File: config.mk
export PLATFORM = sky130hd
export DESIGN_NAME = piso_tx_flat
export DESIGN_NICKNAME = d
export VERILOG_FILES = /design/src/rtl/piso_pkg.sv /design/src/rtl/piso_tx_if.sv /design/src/rtl/piso_tx_bit_counter.sv /design/src/rtl/piso_tx.sv /design/src/flat_wrapper.sv
export SDC_FILE = /design/constraint.sdc
export NUM_CORES = 1
export LEC_CHECK = 0
export CAP_MARGIN = 5
export CORE_MARGIN = 2
export CORE_UTILIZATION = 40
export DETAILED_ROUTE_END_ITERATION = 12
export GPL_TIMING_DRIVEN = 0
export PLACE_DENSITY = 0.68
export SLEW_MARGIN = 0
export SYNTH_ARGS = -nofsm -noshare
export SYNTH_HDL_FRONTEND = slang
export SYNTH_SLANG_ARGS = --single-unit
File: constraint.sdc
create_clock -name clk -period 1.68 [get_ports clk]
set_input_delay 0.336 -clock clk [delete_from_list [all_inputs] [get_ports clk]]
set_output_delay 0.336 -clock clk [all_outputs]
set_load 0.01 [all_outputs]
File: src/rtl/piso_pkg.sv
// Shared types and helpers for the parallel-in/serial-out transmitter.
package piso_pkg;

    typedef enum logic {
        IDLE  = 1'b0,
        SHIFT = 1'b1
    } state_t;

    function automatic int cnt_w(input int width);
        return (width < 2) ? 1 : $clog2(width);
    endfunction

endpackage

File: src/rtl/piso_tx_if.sv
// Load handshake and serial output bundle of the transmitter.
interface piso_tx_if #(
    parameter int WIDTH = 8
);

    logic [WIDTH-1:0] d;
    logic             load;
    logic             ready;
    logic             q;
    logic             q_valid;
    logic             done;

    modport master (
        output d,
        output load,
        input  ready,
        input  q,
        input  q_valid,
        input  done
    );

    modport slave (
        input  d,
        input  load,
        output ready,
        output q,
        output q_valid,
        output done
    );

endinterface

File: src/rtl/piso_tx_bit_counter.sv
// Bit position counter with clear/enable; flags the last bit of a word.
module bit_counter
    import piso_pkg::*;
#(
    parameter int  WIDTH = 8,
    localparam int CNT_W = cnt_w(WIDTH)
) (
    input  logic clk,
    input  logic rst,
    input  logic i_clr,
    input  logic i_en,
    output logic o_term
);

    localparam logic [CNT_W-1:0] LAST = CNT_W'(WIDTH - 1);

    logic [CNT_W-1:0] r_cnt;
    logic             w_term;

    assign w_term = (r_cnt == LAST);
    assign o_term = w_term;

    // Saturates at the last position so it never wraps.
    always_ff @(posedge clk) begin
        if (rst) begin
            r_cnt <= '0;
        end else if (i_clr) begin
            r_cnt <= '0;
        end else if (i_en && !w_term) begin
            r_cnt <= r_cnt + 1'b1;
        end
    end

endmodule

File: src/rtl/piso_tx.sv
// Parallel-in/serial-out transmitter: loads a word on handshake and
// shifts it out one bit per clock, gapless when reloaded on the last bit.
module piso_tx
    import piso_pkg::*;
#(
    parameter int WIDTH     = 8,
    parameter bit MSB_FIRST = 1'b1
) (
    input  logic      clk,
    input  logic      rst,
    piso_tx_if.slave  bus
);

    state_t           r_state;
    state_t           w_state_nxt;
    logic [WIDTH-1:0] r_shreg;
    logic [WIDTH-1:0] w_shreg_nxt;
    logic [WIDTH-1:0] w_shifted;
    logic             w_clr;
    logic             w_en;
    logic             w_term;
    logic             w_out_bit;
    logic             w_shift_st;

    bit_counter #(
        .WIDTH (WIDTH)
    ) u_cnt (
        .clk    (clk),
        .rst    (rst),
        .i_clr  (w_clr),
        .i_en   (w_en),
        .o_term (w_term)
    );

    assign w_shifted = MSB_FIRST ? {r_shreg[WIDTH-2:0], 1'b0}
                                 : {1'b0, r_shreg[WIDTH-1:1]};
    assign w_out_bit = MSB_FIRST ? r_shreg[WIDTH-1] : r_shreg[0];

    always_ff @(posedge clk) begin
        if (rst) begin
            r_state <= IDLE;
            r_shreg <= '0;
        end else begin
            r_state <= w_state_nxt;
            r_shreg <= w_shreg_nxt;
        end
    end

    always_comb begin
        w_state_nxt = r_state;
        w_shreg_nxt = r_shreg;
        w_clr       = 1'b0;
        w_en        = 1'b0;
        unique case (r_state)
            IDLE: begin
                if (bus.load) begin
                    w_state_nxt = SHIFT;
                    w_shreg_nxt = bus.d;
                    w_clr       = 1'b1;
                end
            end
            SHIFT: begin
                if (w_term) begin
                    // Last bit: a load here continues without a gap.
                    w_clr = 1'b1;
                    if (bus.load) begin
                        w_shreg_nxt = bus.d;
                    end else begin
                        w_state_nxt = IDLE;
                        w_shreg_nxt = w_shifted;
                    end
                end else begin
                    w_shreg_nxt = w_shifted;
                    w_en        = 1'b1;
                end
            end
        endcase
    end

    assign w_shift_st  = (r_state == SHIFT);
    assign bus.q       = w_shift_st & w_out_bit;
    assign bus.q_valid = w_shift_st;
    assign bus.done    = w_shift_st & w_term;
    assign bus.ready   = !w_shift_st | w_term;

endmodule

File: src/flat_wrapper.sv
// flat-port wrapper written by rule: the top's interface ports become plain ports
module piso_tx_flat import piso_pkg::*;
#(
    parameter int WIDTH     = 8,
    parameter bit MSB_FIRST = 1'b1
)
  (clk, rst, bus_d, bus_load, bus_ready, bus_q, bus_q_valid, bus_done);
  piso_tx_if #(.WIDTH(WIDTH)) bus_i ();
  input  logic clk;
  input  logic rst;
  input wire logic [$bits(bus_i.d)-1:0] bus_d;
  input wire logic [$bits(bus_i.load)-1:0] bus_load;
  output wire logic [$bits(bus_i.ready)-1:0] bus_ready;
  output wire logic [$bits(bus_i.q)-1:0] bus_q;
  output wire logic [$bits(bus_i.q_valid)-1:0] bus_q_valid;
  output wire logic [$bits(bus_i.done)-1:0] bus_done;
  assign bus_i.d = bus_d;
  assign bus_i.load = bus_load;
  assign bus_ready = bus_i.ready;
  assign bus_q = bus_i.q;
  assign bus_q_valid = bus_i.q_valid;
  assign bus_done = bus_i.done;
  piso_tx #(.WIDTH(WIDTH), .MSB_FIRST(MSB_FIRST)) u_core (.clk(clk), .rst(rst), .bus(bus_i));
endmodule
# Word-level counts from Yosys, hierarchy flattened
# Index checks and enable logic that the tools add are counted.
[op_classes]
n_eq_ne = 2
mux = 11
n_reduce_logical = 4
bitwise = 4
add_sub_neg = 1
[op_table]
columns = ["operator", "n"]
rows = [
  ["two-way mux 8 bit", 3],
  ["case mux 8 bit (2 select lines)", 1],
  ["two-way mux 1 bit", 5],
  ["case mux 1 bit (2 select lines)", 2],
  ["adder 3 x 1 -> 3 bit, second input constant", 1],
  ["equality test 3 bit, second input constant", 1],
  ["bitwise AND 1 bit", 2],
  ["logical NOT 1 bit", 2],
  ["inequality test 2 bit, second input constant", 1],
  ["OR reduction 2 bit", 1],
  ["logical AND 1 bit", 1],
  ["inverter 1 bit", 1],
  ["bitwise OR 1 bit", 1],
]
[totals]
output_inout_bits = 4
regBits = 12
word_cells = 25
inputBits = 11

# Longest topological paths before layout
# Gate-level depths: netlist (run 1).
[depth]
depth_word = 4
mapped_depth = 6
depth_no_buf = 5

# By module
# From an unflattened synthesis (run 1), not the netlist that was laid out.
[hier_totals]
hier_cells = 58
area_unflattened_um2 = 584.3
[modules_own_cells]
columns = ["module", "area_each_um2", "n_inst", "seq_area_each_um2", "cells_per_inst"]
rows = [
  ["piso_tx", 441.7, 1, 180.2, 46],
  ["bit_counter", 142.6, 1, 60.1, 12],
]

# Worst setup path after synthesis (run 1)
# No wires, ideal clock.
[synth_path]
kind = "register to register"
startpoint = "reg u_core.u_cnt.r_cnt[0]"
endpoint = "reg u_core.r_shreg[6]"
required_ns = 1.546
setup_time_ns = 0.134
path_slack_ns = 0.279
period_less_slack_ns = 1.401
path_stages_with_launch = 7
path_buffers = 1
arrival_time_ns = 1.267
path_cell_list = "dfxtp_1 ha_1 ha_1 a21boi_2 buf_6 mux2i_1 a211oi_2"
[synth_between]
elab_chain_len = 3
[synth_rtl]
columns = ["element", "line", "text"]
rows = [
  ["from (decl)", "piso_tx_bit_counter.sv:17", "logic [CNT_W-1:0] r_cnt;"],
  ["from (signal assigned)", "piso_tx_bit_counter.sv:30", "r_cnt <= r_cnt + 1'b1;"],
  ["equality test 3 bit", "piso_tx_bit_counter.sv:20", "assign w_term = (r_cnt == LAST);"],
  ["two-way mux 8 bit", "piso_tx.sv:63", "if (w_term) begin"],
  ["case mux 8 bit (2 select lines)", "piso_tx.sv:54", "unique case (r_state)"],
  ["to (signal assigned)", "piso_tx.sv:45", "r_shreg <= w_shreg_nxt;"],
  ["to (decl)", "piso_tx.sv:16", "logic [WIDTH-1:0] r_shreg;"],
]
# Every way passes these cells.
# A chain may end at the register's enable or synchronous reset.

# Final worst setup path (run 1)
[layout_path]
startpoint = "reg u_core.u_cnt.r_cnt[0]"
endpoint = "out bus_done"
[layout_between]
elab_chain_len = 2
[layout_rtl]
columns = ["element", "line", "text"]
rows = [
  ["equality test 3 bit", "piso_tx_bit_counter.sv:20", ""],
  ["bitwise AND 1 bit", "piso_tx.sv:83", "assign bus.done = w_shift_st & w_term;"],
  ["to (decl)", "flat_wrapper.sv:16", "output wire logic [$bits(bus_i.done)-1:0] bus_done;"],
]
# Every way passes these cells.

==> results of run 1 <==
[cell usage after synthesis, drive strengths merged]
cell type,instances
a211oi,7
a21boi,1
a21oi,1
a22oi,2
and2,2
buf,3
clkbuf,1
dfxtp,12
ha,3
inv,2
mux2i,9
nand3,1
nor2,13
nor2b,1
o21a,1
or2,1
[cell families after synthesis]
logic type / Yosys count
and+or+nand+nor: 18
AOI/OAI and AO/OA: 12
DFF: 12
muxes: 9
buffers and inverters: 6
adders and majority gates: 3
[stage by stage]
| step | setup slack [ps] | hold slack, ps | utilization [%] | total power, W |
|---|---|---|---|---|
| 2_1_floorplan | 279 | 409 | - | 0.000389 |
| 3_3_place_gp | -159 | 491 | 55.6 | 0.000434 |
| 3_5_place_dp | -158 | 493 | 55.6 | 0.000436 |
| 4_1_cts | 15.9 | 504 | 60.4 | 0.000673 |
| 5_1_grt | 8.83 | 517 | 62.1 | 0.000695 |
| 6_report | 59.9 | 499 | 62.1 | 0.000664 |
[where the power goes]
part	switching (W)	internal [W]
logic	0.0000478	0.0000678
clock network	0.0000985	0.000132
registers	0.0000136	0.000305
[state kept, by name, summed over array words and instances, names as in the netlist]
register            cells
u_core.bus.q_valid      1
u_core.r_shreg          8
u_core.u_cnt.r_cnt      3
[cells in the final DEF, fill, tap and decap left out, drive strengths merged]
cell type	count
nor2b	1
o21a	1
a211oi	7
buf	6
and2	2
ha	3
clkdlybuf4s50	11
dfxtp	12
mux2i	9
clkdlybuf4s15	1
a21boi	1
clkbuf	5
a21oi	1
inv	2
nand3	1
a22oi	2
dlymetal6s2s	1
or2	1
nor2	13
[worst max-delay path by stage]
| stage | to | startpoint | slack [ps] | depth (start not counted) |
|---|---|---|---|---|
| 2_1_floorplan | u_core.r_shreg[6] | u_core.u_cnt.r_cnt[0] | 280 | 6 |
| 3_3_place_gp | bus_ready | u_core.u_cnt.r_cnt[0] | -160 | 5 |
| 3_5_place_dp | bus_ready | u_core.u_cnt.r_cnt[0] | -160 | 5 |
| 4_1_cts | bus_done | u_core.u_cnt.r_cnt[0] | 20 | 4 |
| 5_1_grt | bus_ready | u_core.u_cnt.r_cnt[0] | 9 | 5 |
| 6_report | bus_done | u_core.u_cnt.r_cnt[0] | 60 | 4 |
[routing by layer]
| metal | global-route usage [%] | share of wire [%] | up-vias |
|---|---|---|---|
| li1 | - | - | 250 |
| met1 | 16.5 | 45 | 219 |
| met4 | 7.50 | 1.3 | 0 |
| met3 | 6.47 | 5.8 | 2 |
| met5 | 0 | 0 | - |
| met2 | 19.4 | 48 | 13 |
[what timing repair did]
item,CTS,global route
pin swaps,0,0
buffers inserted,2,0
resized for setup,15,3
setup endpoints to repair,3,2
[final cells by class]
type | instances | area, sq um
Fill cell | 115 | 505
Multi-Input combinational cell | 42 | 338
Sequential cell | 12 | 246
Timing Repair Buffer | 16 | 154
Clock buffer | 4 | 36.3
Buffer | 4 | 27.5
Tap cell | 15 | 18.8
Inverter | 2 | 7.51
[worst max-delay path, stage by stage (launching register included)]
cell and delay [ps]:
dfxtp_2 340, ha_4 170, ha_4 160, and2_1 130, clkdlybuf4s15_2 210
==> run metrics, run 1 <==
hold_buf cts 0; Final nets 95; worst skew pair latency between 200 and 300 ps; Routability Congestion 0.698; crit end category output pin; Worst Hold Class reg2reg; Final Cell Area ~830 sq um; CTS tree done; Vias between 400 and 500; Worst-path clk slew around 70 ps; top cell type's share of synthesized area 41.2%; mapped cell area slightly below 600 sq um; Starting Density 43.7%; top cells by area, synth dfxtp_1, mux2i_1, nor2_1; Seq/Total Area, Yosys 41.2%; Mapped Cells 60; final hold violations 0; Synth Area in Adders between 6 and 7%; Worst slew margin 67.4%; Detailed Route WL 1080 um; Mean Syn Cell Area approximately 9.7 sq um; worst reg2reg path startpoint u_core.u_cnt.r_cnt[0]; period utilization 96.4%; DRT iter0 DRCs 3; drt wl/cell approximately 11 um; hold endpoint u_core.r_shreg[2]; crit start category register; I/O Pins 15; R2R Setup Slk 290 ps; drt drc 0; die footprint ~1800 sq um; RSZ-0062 raised after global routing no; Setup Viol. Count Final 0; post-synth cell types 19; Slew @ Worst Pin between 400 and 500 ps; Pre-antenna DRT Iters 2; RR Endpoint u_core.r_shreg[6]; simple-gate area share of the yosys netlist around 14%; CTS sink count 12; largest net degree at the start of global routing 11; Hold Crit Depth 2; post-synth top area cell dfxtp_1; first-pass GRT wire length 1770 um; f_max slightly above 600 MHz; initial antenna violation count 0; PD cells around 800 nW/um^2; worst reg-to-reg path cell count 6; CTS buffer count 3; status finished, final reports clean; HP Start u_core.r_shreg[2]; Crit Path Class reg2out; Inst Count DP 89; Max-Cap Viols 0; mux cell area share after synthesis 15.5%; area grow syn2layout 42.1%; non-filler cells, final 95; vias in the first global route between 400 and 500; largest family of logic cells by synthesized area compound AO/OA/AOI/OAI gates; crit path DAT roughly 1300 ps; clk buf depth 2; Crit Path Max Fanout 3; Root Driver clkbuf_4; post-route minimum period roughly 1600 ps; Die W about 42 um; Area after DPL roughly 740 sq um; Ys Warns 0; setup_tns 0 ps; Synth Area in Compound Gates between 15 and 20%; Antenna diodes 0; grt ovf 0; peak supply drop 480 uV; max-slew violation count 0; Die Y about 42 um; share of cells above drive strength 1 26.3%; Via density around 5.1; leakage 0.347 nW; post-route ant nets 0; Synth Net Count 74; #FFs+latches synth 12; Clock Skew roughly 0.81 ps; Synth Area in XOR/XNOR 0%; H-tree levels 1; FP Rows 13; aggregate global-route resource usage between 10% and 20%; critical path required time about 1300 ps; core area ~1300 sq um; input/output buffers 14
No activity file was read; power rests on OpenSTA's default activity.
==> inputs of run 2 (changes only) <==
--- a/config.mk
+++ b/config.mk
@@ -8,6 +8,7 @@
 export CAP_MARGIN = 5
 export CORE_MARGIN = 2
 export CORE_UTILIZATION = 40
+export CTS_BUF_LIST = sky130_fd_sc_hd__clkbuf_8 sky130_fd_sc_hd__clkbuf_16
 export DETAILED_ROUTE_END_ITERATION = 12
 export GPL_TIMING_DRIVEN = 0
 export PLACE_DENSITY = 0.68
==> run 2 against run 1 <==
Clock-buffer cell count did not move. Sequential power barely moved. Design area fell by 2.6%. Via count fell by 2.5%. Flip-flop and latch count did not move. Hold slack got worse by 3.2 ps. Core utilization fell by 1.6 points. Worst setup slack got worse by 8.0 ps. Clock skew barely moved. Maximum frequency fell by 0.49%. Largest cell class unchanged.
==> run metrics, run 2 (synthesis results as in run 1) <==
Worst-path clk slew around 50 ps; Via density 5.02; peak supply drop 739 uV; M1 WL between 400 and 500 um; PD cells about 920 nW/um^2; drt wl/cell around 11 um; met3 WL roughly 67 um; area grow syn2layout 38.4%; Layout fillers roughly 120; most frequent cells in the layout nor2_1, clkdlybuf4s50_1, dfxtp_1; CP Buf/Inv Count 1; hold endpoint u_core.r_shreg[2]; hold_buf cts 0; Vias ~470; Worst path max stage delay about 520 ps; Crit Path Class reg2out; worst reg-to-reg path cell count 6; Worst Hold Class reg2reg; max layer used met3; H-tree levels 1; Crit path max-delay family buffers and inverters; Die Y between 40 and 50 um; Slew @ Worst Pin 485 ps; clk buf depth 2; setup_tns 0 ps; post-route ant nets 0; Starting Density approximately 44%; grt ovf 0; worst skew pair latency between 200 and 250 ps; core area between 1000 and 1500 sq um; post-route minimum period ~1600 ps; final hold violations 0; period utilization 96.9%; first-pass GRT wire length ~1800 um; Top reg by flops u_core.r_shreg; RR Endpoint u_core.r_shreg[6]; max reg flops 8; register area ~240 sq um; Area after DPL 742 sq um; Pre-antenna DRT Iters 1; HP Start u_core.r_shreg[2]; Clock Skew roughly 0.35 ps; Antenna diodes 0; RSZ-0062 raised after global routing no; Final Cell Area about 810 sq um; Root Driver clkbuf_8; non-filler cells, final 94; status finished, final reports clean; Routability Congestion between 0.6 and 0.7; Hold Crit Depth 2; slowest cell on the critical path clkdlybuf4s50_1; R2R Setup Slk approximately 250 ps; I/O Pins 15; leakage 0.332 nW; multi-input logic area ~320 sq um; Setup Viol. Count Final 0; FP Rows 13; crit path DAT around 1300 ps; Max-Cap Viols 0; critical path required time around 1300 ps; met2 wirelength from detailed routing roughly 470 um; CTS sink count 12; Cell Chain, Critical Path and2_1, clkdlybuf4s50_1; CTS buffer count 3; largest net degree at the start of global routing 11; Inst Count DP approximately 90; Detailed Route WL 1040 um; CTS tree done; f_max slightly above 600 MHz; Final nets 94; aggregate global-route resource usage around an eighth; Worst slew margin 67.7%; crit end category output pin; Die W between 40 and 50 um; die footprint roughly 1800 sq um; vias in the first global route 425; drt drc 0; DRT iter0 DRCs 0; initial antenna violation count 0; crit start category register; share of cells above drive strength 1 around 24%; Crit Path Max Fanout 9; worst reg2reg path startpoint u_core.u_cnt.r_cnt[0]; max-slew violation count 0; commonest non-fill, non-tap cell in the layout nor2_1; input/output buffers 14
[run 2: cell types whose count changed in the layout (fill, tap and decap cells not counted), sizes merged]
cell / delta
clkdlybuf4s15: -1
buf: -2
clkbuf: +2
dlymetal6s2s: -1
clkdlybuf4s50: +1
[run 2: through the flow]
step | setup slack, ps | hold WS, ps | total power [W] | utilization [%]
after global placement | -159 | 491 | 0.000434 | 55.6
after detailed placement | -158 | 493 | 0.000436 | 55.6
after CTS | 11.3 | 500 | 0.000754 | 61.2
after floorplan | 279 | 409 | 0.000389 | -
after global routing | 5.47 | 513 | 0.000773 | 60.5
final | 51.9 | 496 | 0.000743 | 60.5
[run 2: what timing repair did]
item / 4_1_cts / 5_1_grt
buffers inserted: 1 / 0
resized for setup: 9 / 3
setup endpoints to repair: 3 / 2
[run 2: worst max path at each step]
stage / from / end / slack, ps / cells after the start
after floorplan: u_core.u_cnt.r_cnt[0] / u_core.r_shreg[6] / 280 / 6
after global placement: u_core.u_cnt.r_cnt[0] / bus_ready / -160 / 5
after detailed placement: u_core.u_cnt.r_cnt[0] / bus_ready / -160 / 5
after CTS: u_core.u_cnt.r_cnt[0] / bus_done / 10 / 4
after global routing: u_core.bus.q_valid / bus_q / 5 / 2
final: u_core.bus.q_valid / bus_q / 50 / 2
[run 2: area by class of cell]
type	instances	area share (%)
sequential	12	30.1
tap	15	2.33
timing repair buffer	15	17.1
multi-input combinational	42	39.4
buffer	4	3.41
inverter	2	0.930
clock buffer	4	6.82
[run 2: where the power goes]
part | internal, W | switching [W] | total [W]
Clock | 0.000207 | 0.000105 | 0.000312
Combinational | 0.0000655 | 0.0000468 | 0.000112
Sequential | 0.000306 | 0.0000128 | 0.000319
Total | 0.000579 | 0.000165 | 0.000743
[run 2: layer usage]
| layer | global-route usage (%) | vias up |
|---|---|---|
| met1 | 16.5 | 211 |
| met5 | 0 | - |
| met4 | 3.75 | 0 |
| met2 | 20.0 | 13 |
| li1 | - | 248 |
| met3 | 6.47 | 0 |
[run 2: tightest hold or removal path, stage by stage (launching register included)]
cell	delay [ps]
dfxtp_1	300
nor2_1	90
a211oi_1	50
